`src/rtl/sdc_pkg.sv`:
```
// Shared types for the SDC ALU command sequencer: function codes, FSM states
// and the legality decoder used by the controller.
package sdc_pkg;

  localparam int FCN_W = 5;

  typedef enum logic [FCN_W-1:0] {
    FCN_NOT = 5'b00000,
    FCN_OR  = 5'b00001,
    FCN_AND = 5'b00010,
    FCN_XOR = 5'b00011,
    FCN_ADD = 5'b00100,
    FCN_SUB = 5'b00101,
    FCN_LDI = 5'b11111
  } alu_fcn_e;

  typedef enum logic [1:0] {
    S_IDLE = 2'd0,
    S_EXEC = 2'd1,
    S_WB   = 2'd2
  } ctrl_state_e;

  function automatic logic is_legal(input logic [FCN_W-1:0] fcn);
    case (alu_fcn_e'(fcn))
      FCN_NOT, FCN_OR, FCN_AND, FCN_XOR,
      FCN_ADD, FCN_SUB, FCN_LDI: is_legal = 1'b1;
      default:                   is_legal = 1'b0;
    endcase
  endfunction

endpackage

```
`src/rtl/sdc_alu_ctrl_if.sv`:
```
// Command issue bus of the SDC ALU sequencer (valid/ready handshake).
interface sdc_alu_ctrl_if
  import sdc_pkg::*;
#(
  parameter int BIT_WIDTH = 32,
  parameter int NREGS     = 8
);
  localparam int AW = $clog2(NREGS);

  logic                 cmd_valid;
  logic                 cmd_ready;
  logic [FCN_W-1:0]     cmd_fcn;
  logic [AW-1:0]        cmd_rd;
  logic [AW-1:0]        cmd_rs1;
  logic [AW-1:0]        cmd_rs2;
  logic [BIT_WIDTH-1:0] cmd_imm;

  modport master (
    output cmd_valid, cmd_fcn, cmd_rd, cmd_rs1, cmd_rs2, cmd_imm,
    input  cmd_ready
  );

  modport slave (
    input  cmd_valid, cmd_fcn, cmd_rd, cmd_rs1, cmd_rs2, cmd_imm,
    output cmd_ready
  );
endinterface

```
`src/rtl/sdc_regfile.sv`:
```
// Register file for the SDC ALU sequencer: two operand read ports, one debug
// read port, one synchronous write port; R0 always reads as zero.
module sdc_regfile #(
  parameter  int BIT_WIDTH = 32,
  parameter  int NREGS     = 8,
  localparam int AW        = $clog2(NREGS)
) (
  input  logic                 clk,
  input  logic                 rst,
  input  logic                 we,
  input  logic [AW-1:0]        waddr,
  input  logic [BIT_WIDTH-1:0] wdata,
  input  logic [AW-1:0]        raddr1,
  output logic [BIT_WIDTH-1:0] rdata1,
  input  logic [AW-1:0]        raddr2,
  output logic [BIT_WIDTH-1:0] rdata2,
  input  logic [AW-1:0]        dbg_addr,
  output logic [BIT_WIDTH-1:0] dbg_data
);

  logic [BIT_WIDTH-1:0] mem_q [NREGS];

  always_ff @(posedge clk) begin
    if (rst) begin
      for (int i = 0; i < NREGS; i++) mem_q[i] <= '0;
    end else if (we && (waddr != '0)) begin
      mem_q[waddr] <= wdata;
    end
  end

  assign rdata1   = (raddr1   == '0) ? '0 : mem_q[raddr1];
  assign rdata2   = (raddr2   == '0) ? '0 : mem_q[raddr2];
  assign dbg_data = (dbg_addr == '0) ? '0 : mem_q[dbg_addr];

endmodule

```
`src/rtl/sdc_alu_ctrl.sv`:
```
// Three-cycle ALU command sequencer (IDLE -> EXEC -> WB) with status flags.
// Define SDC_ALU_CTRL_PERF_EN to build the perf_ops/perf_ill counters.
module sdc_alu_ctrl
  import sdc_pkg::*;
#(
  parameter  int BIT_WIDTH = 32,
  parameter  int NREGS     = 8,
  localparam int AW        = $clog2(NREGS)
) (
  input  logic                 clk,
  input  logic                 rst,
  sdc_alu_ctrl_if.slave        cmd,
  output logic                 done,
  output logic [BIT_WIDTH-1:0] alu_in1,
  output logic [BIT_WIDTH-1:0] alu_in2,
  output logic [FCN_W-1:0]     alu_fcn,
  input  logic [BIT_WIDTH-1:0] alu_out,
  input  logic                 alu_cr,
  output logic                 st_c,
  output logic                 st_z,
  output logic                 st_n,
  output logic                 st_err,
  input  logic                 st_clr,
  input  logic [AW-1:0]        dbg_addr,
  output logic [BIT_WIDTH-1:0] dbg_data,
  output logic [15:0]          perf_ops,
  output logic [15:0]          perf_ill
);

  ctrl_state_e          state_q, state_d;
  logic [FCN_W-1:0]     fcn_q;
  logic [AW-1:0]        rd_q;
  logic [BIT_WIDTH-1:0] imm_q, res_q;
  logic                 c_q;
  logic [BIT_WIDTH-1:0] alu_in1_q, alu_in2_q;
  logic [FCN_W-1:0]     alu_fcn_q;
  logic                 st_c_q, st_z_q, st_n_q, st_err_q;
  logic [BIT_WIDTH-1:0] rdata1, rdata2;
  logic                 accept, wb_legal, wb_illegal;

  assign cmd.cmd_ready = (state_q == S_IDLE);
  assign accept        = cmd.cmd_valid && cmd.cmd_ready;
  assign wb_legal      = (state_q == S_WB) &&  is_legal(fcn_q);
  assign wb_illegal    = (state_q == S_WB) && !is_legal(fcn_q);

  always_comb begin
    state_d = state_q;
    case (state_q)
      S_IDLE:  if (accept) state_d = S_EXEC;
      S_EXEC:  state_d = S_WB;
      S_WB:    state_d = S_IDLE;
      default: state_d = S_IDLE;
    endcase
  end

  always_ff @(posedge clk) begin
    if (rst) begin
      state_q   <= S_IDLE;
      fcn_q     <= '0;
      rd_q      <= '0;
      imm_q     <= '0;
      res_q     <= '0;
      c_q       <= 1'b0;
      alu_in1_q <= '0;
      alu_in2_q <= '0;
      alu_fcn_q <= '0;
      st_c_q    <= 1'b0;
      st_z_q    <= 1'b0;
      st_n_q    <= 1'b0;
      st_err_q  <= 1'b0;
    end else begin
      state_q <= state_d;
      // IDLE: operands are read here, before any pending writeback could land
      if (accept) begin
        fcn_q     <= cmd.cmd_fcn;
        rd_q      <= cmd.cmd_rd;
        imm_q     <= cmd.cmd_imm;
        alu_in1_q <= rdata1;
        alu_in2_q <= rdata2;
        alu_fcn_q <= cmd.cmd_fcn;
      end
      // EXEC: sample the combinational ALU result
      if (state_q == S_EXEC) begin
        res_q <= (fcn_q == FCN_LDI) ? imm_q : alu_out;
        c_q   <= (fcn_q == FCN_ADD || fcn_q == FCN_SUB) ? alu_cr : 1'b0;
      end
      // WB: flags follow legal ops; an illegal WB beats a concurrent clear
      if (wb_legal) begin
        st_c_q <= c_q;
        st_z_q <= (res_q == '0);
        st_n_q <= res_q[BIT_WIDTH-1];
      end
      if (wb_illegal)  st_err_q <= 1'b1;
      else if (st_clr) st_err_q <= 1'b0;
    end
  end

  sdc_regfile #(.BIT_WIDTH(BIT_WIDTH), .NREGS(NREGS)) u_regfile (
    .clk      (clk),
    .rst      (rst),
    .we       (wb_legal),
    .waddr    (rd_q),
    .wdata    (res_q),
    .raddr1   (cmd.cmd_rs1),
    .rdata1   (rdata1),
    .raddr2   (cmd.cmd_rs2),
    .rdata2   (rdata2),
    .dbg_addr (dbg_addr),
    .dbg_data (dbg_data)
  );

  assign done    = (state_q == S_WB);
  assign alu_in1 = alu_in1_q;
  assign alu_in2 = alu_in2_q;
  assign alu_fcn = alu_fcn_q;
  assign st_c    = st_c_q;
  assign st_z    = st_z_q;
  assign st_n    = st_n_q;
  assign st_err  = st_err_q;

`ifdef SDC_ALU_CTRL_PERF_EN
  logic [15:0] perf_ops_q, perf_ill_q;

  always_ff @(posedge clk) begin
    if (rst) begin
      perf_ops_q <= '0;
      perf_ill_q <= '0;
    end else begin
      if (wb_legal)   perf_ops_q <= perf_ops_q + 16'd1;
      if (wb_illegal) perf_ill_q <= perf_ill_q + 16'd1;
    end
  end

  assign perf_ops = perf_ops_q;
  assign perf_ill = perf_ill_q;
`else
  assign perf_ops = '0;
  assign perf_ill = '0;
`endif

endmodule

```
`src/flat_wrapper.sv`:
```
// flat-port wrapper written by rule: the top's interface ports become plain ports
module sdc_alu_ctrl_flat import sdc_pkg::*;
#(
  parameter  int BIT_WIDTH = 32,
  parameter  int NREGS     = 8,
  localparam int AW        = $clog2(NREGS)
)
  (clk, rst, done, alu_in1, alu_in2, alu_fcn, alu_out, alu_cr, st_c, st_z, st_n, st_err, st_clr, dbg_addr, dbg_data, perf_ops, perf_ill, cmd_cmd_valid, cmd_cmd_fcn, cmd_cmd_rd, cmd_cmd_rs1, cmd_cmd_rs2, cmd_cmd_imm, cmd_cmd_ready);
  sdc_alu_ctrl_if #(.BIT_WIDTH(BIT_WIDTH), .NREGS(NREGS)) cmd_i ();
  input  logic clk;
  input  logic rst;
  output logic done;
  output logic [BIT_WIDTH-1:0] alu_in1;
  output logic [BIT_WIDTH-1:0] alu_in2;
  output logic [FCN_W-1:0] alu_fcn;
  input  logic [BIT_WIDTH-1:0] alu_out;
  input  logic alu_cr;
  output logic st_c;
  output logic st_z;
  output logic st_n;
  output logic st_err;
  input  logic st_clr;
  input  logic [AW-1:0] dbg_addr;
  output logic [BIT_WIDTH-1:0] dbg_data;
  output logic [15:0] perf_ops;
  output logic [15:0] perf_ill;
  input wire logic [$bits(cmd_i.cmd_valid)-1:0] cmd_cmd_valid;
  input wire logic [$bits(cmd_i.cmd_fcn)-1:0] cmd_cmd_fcn;
  input wire logic [$bits(cmd_i.cmd_rd)-1:0] cmd_cmd_rd;
  input wire logic [$bits(cmd_i.cmd_rs1)-1:0] cmd_cmd_rs1;
  input wire logic [$bits(cmd_i.cmd_rs2)-1:0] cmd_cmd_rs2;
  input wire logic [$bits(cmd_i.cmd_imm)-1:0] cmd_cmd_imm;
  output wire logic [$bits(cmd_i.cmd_ready)-1:0] cmd_cmd_ready;
  assign cmd_i.cmd_valid = cmd_cmd_valid;
  assign cmd_i.cmd_fcn = cmd_cmd_fcn;
  assign cmd_i.cmd_rd = cmd_cmd_rd;
  assign cmd_i.cmd_rs1 = cmd_cmd_rs1;
  assign cmd_i.cmd_rs2 = cmd_cmd_rs2;
  assign cmd_i.cmd_imm = cmd_cmd_imm;
  assign cmd_cmd_ready = cmd_i.cmd_ready;
  sdc_alu_ctrl #(.BIT_WIDTH(BIT_WIDTH), .NREGS(NREGS)) u_core (.clk(clk), .rst(rst), .cmd(cmd_i), .done(done), .alu_in1(alu_in1), .alu_in2(alu_in2), .alu_fcn(alu_fcn), .alu_out(alu_out), .alu_cr(alu_cr), .st_c(st_c), .st_z(st_z), .st_n(st_n), .st_err(st_err), .st_clr(st_clr), .dbg_addr(dbg_addr), .dbg_data(dbg_data), .perf_ops(perf_ops), .perf_ill(perf_ill));
endmodule
```
`config.mk`:
```
export PLATFORM = sky130hd
export DESIGN_NAME = sdc_alu_ctrl_flat
export DESIGN_NICKNAME = d
export VERILOG_FILES = /design/src/rtl/sdc_pkg.sv /design/src/rtl/sdc_alu_ctrl_if.sv /design/src/rtl/sdc_regfile.sv /design/src/rtl/sdc_alu_ctrl.sv /design/src/flat_wrapper.sv
export SDC_FILE = /design/constraint.sdc
export NUM_CORES = 1
export LEC_CHECK = 0
export CORE_UTILIZATION = 45
export DETAILED_ROUTE_END_ITERATION = 16
export GPL_ROUTABILITY_DRIVEN = 0
export MAX_ROUTING_LAYER = met4
export PLACE_DENSITY = 0.64
export SLEW_MARGIN = 20
export SYNTH_ARGS = -nofsm -noshare
export SYNTH_HDL_FRONTEND = slang
export SYNTH_HIERARCHICAL = 1
export SYNTH_SLANG_ARGS = --single-unit
```
`constraint.sdc`:
```
create_clock -name clk -period 4.27 [get_ports clk]
set_clock_uncertainty 0.15 [all_clocks]
set_input_delay 1.281 -clock clk [delete_from_list [all_inputs] [get_ports clk]]
set_output_delay 1.281 -clock clk [all_outputs]
set_load 0.01 [all_outputs]
```
==> results.md <==
* Initial DRC Count at 1,202
* CP Class: in -> out
* DIE HEIGHT at 211 µm
* Fraction of registers with async set/reset at 0%
* Layer with the highest usage: met2
* Worst vdd ir at a little under 300 µV
* Drc violations at 2
* CP arrival at roughly 2.8 ns
* DP Wirelength at 39.2 mm
* Antenna viol nets, final at 0
* GRT Total Usage at 28.1%
* Most used DFF post-synth: edfxtp_1
* Pin count of the biggest net entering global routing at 79
* Mean Syn Cell Area at around 11 µm²
* Layout cell share with drive strength beyond 1 at 17.7%
* Final wirelength at about 60 mm
* Cells after Synth at 1,756
* Final Hold Vio Count at 0
* Seq/Total Area, Yosys at 48.8%
* Crit path required time at 2.84 ns
* CTS Buf Count at 43
* PnR worst setup slack at -0.00595 ns
* Total gr overflow at 0
* Synth top cells by count: and2_1, edfxtp_1, mux2i_1
* Io pins at 225
* Routed wire per std cell at roughly 24 µm
* Die W at 211 µm
* Largest cells by area after synthesis: edfxtp_1, dfxtp_1, mux2i_1
* RSZ-0062 raised after global routing: yes
* Met2 Track Usage GR at 42.9%
* Filler cells at approximately 3,700
* Failing checks: DRC, setup timing
* Pleak at 9.12 nW
* FF/Latch Area at 9590 µm²
* Library cells used by synthesis at 49
* Clock Tree Buf Depth at 3
* Fmax at approximately 0.23 GHz
* Clock transition at path regs at roughly 0.06 ns
* Yosys reg bits at 367
* First-pass DRT Iterations at 11
* H-tree levels at 2
* Nets at around 2,000
* # port buffers at 192
* Slew headroom at 29.2%
* Critical Path Sink Type: output pin
* Initial Util at 45.6%
* Die area at 44,500 µm²
* Layout Cells excl Fill at 2,565
* Num rows at 76
* Max-capacitance violation count at 0
* Setup violators final at 1
* Hold_ws at 0.300 ns
* Actual slew at the worst max-slew pin at 1.06 ns
* First-pass GRT wire length at about 90 mm
* Pwr dens at around 380 nW/µm²
* Fin crit share at 100%
* Initial antenna violation count at 1
* CTS tree: done
* Clk_lat worst skew at 0.56 ns
* Yosys warns at 6
* GR Util met1 at 37.7%
* Critical Path Fanout Max at 9
* GRT met3 Usage at around 4.3%
* Total Neg Setup Slack at -0.00595 ns
* Final max-slew violation count at 0
* Synth area leader: edfxtp_1
* Status: finished with violations
* Dpl cells at 2,465
* Core ar. at approximately 43,000 µm²
* Min cycle time layout at 4.28 ns
* EDFF count, synth at about 220
* Pre-CTS setup slack at -0.504 ns
* CP startpoint kind: input pin
* Cell Area, Synth at 19,600 µm²
* Synth-to-layout area growth at 21.8%
* Root buffer cell: clkbuf_16
* Min-delay worst type: reg -> reg
* Number of global-route vias before repair at 15,000
* Total power at 0.00911 W
* Vias at 14,900
* Via density at 5.83
* Area share of the largest cell type after synthesis at 34.2%
* Area of the multi-input gates at roughly 9000 µm²
* Clock Sink Count at 367
cell type report:
| cell class | count | area share, % |
|---|---|---|
| diodes | 5 | 0.0523 |
| clock inverters | 13 | 0.607 |
| flip-flops and latches | 367 | 40.1 |
| repair buffers | 300 | 13.0 |
| multi-input cells | 1227 | 37.7 |
| inverters | 2 | 0.0314 |
| clock buffers | 66 | 5.44 |
| well taps | 585 | 3.06 |
sequential cells by signal, summed over array words and instances, names as in the netlist:
register,flops
u_core/alu_fcn,5
u_core/alu_in1,32
u_core/imm_q,32
u_core/res_q,32
u_core/st_z,1
u_core/c_q,1
u_core/alu_in2,32
u_core/st_n,1
u_core/rd_q,3
u_core/st_err,1
u_core/st_c,1
u_core/state_q,2
u_core/u_regfile/mem_q,224
layout by cell type (no fill, tap or decap), types with 9 or more instances in the layout:
cell | Yosys | routed
a211oi_1 | 32 | 32
a211oi_2 | 9 | 9
a21oi_1 | 109 | 109
a221oi_1 | 177 | 153
a221oi_2 | 4 | 27
and2_1 | 224 | 222
buf_12 | 3 | 23
buf_4 | 40 | 83
clkbuf_1 | 57 | 12
clkbuf_16 | 0 | 48
clkdlybuf4s50_1 | 0 | 154
conb_1 | 1 | 32
dfxtp_1 | 143 | 143
dlygate4sd2_1 | 0 | 25
edfxtp_1 | 224 | 224
mux2_2 | 96 | 96
mux2i_1 | 217 | 217
nand2_1 | 212 | 211
nor2_1 | 38 | 38
nor2b_1 | 14 | 9
kinds of logic after synthesis:
family	share of synthesized area [%]
buf+inv	6.86
simple gates	14.4
mux	16.6
flops	48.8
other cells	0.0191
compound gates	13.4
through the flow:
stage | area (µm²) | utilization, %
6_report | 23900 | 55.5
5_1_grt | 23900 | 55.5
4_1_cts | 23800 | 55.3
3_5_place_dp | 22100 | 51.2
3_3_place_gp | 22000 | 51.1
2_1_floorplan | 19800 | -
where the power goes:
group          switching (W)  leakage, nW  internal (W)
clock                0.00149        0.711       0.00229
combinational       0.000680         4.92      0.000575
sequential          0.000164         3.49       0.00391
total                0.00233         9.12       0.00678
metal layers:
| metal | wire, µm | share of wire, % |
|---|---|---|
| met2 | 27800 | 46 |
| met1 | 26500 | 43 |
| met4 | 1870 | 3.1 |
| met3 | 4720 | 7.7 |
| met5 | 0 | 0 |
worst max-delay path, cell delays in order:
cell           delay [ns]
buf_6                0.15
buf_12               0.14
buf_12               0.13
mux2_2               0.35
a221oi_2             0.26
a311oi_2             0.10
buf_4                0.17
dlygate4sd2_1        0.27
final timing paths:
path | endpoint | startpoint | cells past startpoint | slack, ns
setup / recovery | dbg_data[21] | dbg_addr[1] | 8 | -0.006
hold / removal | u_core/alu_in2[10] | u_core/alu_in2[10] | 2 | 0.30
setup reg to reg | u_core/u_regfile/mem_q[6][16] | u_core/alu_fcn[2] | 7 | 1.15
hold reg to reg | u_core/alu_in2[10] | u_core/alu_in2[10] | 2 | 0.30
timing repair:
item,in CTS,in global routing
gates cloned,3,1
pin swaps,4,1
gates resized for setup,70,9
hold buffers,0,0
endpoints found under the setup margin,32,6
setup buffers,9,3
No activity file was read; power rests on OpenSTA's default activity.
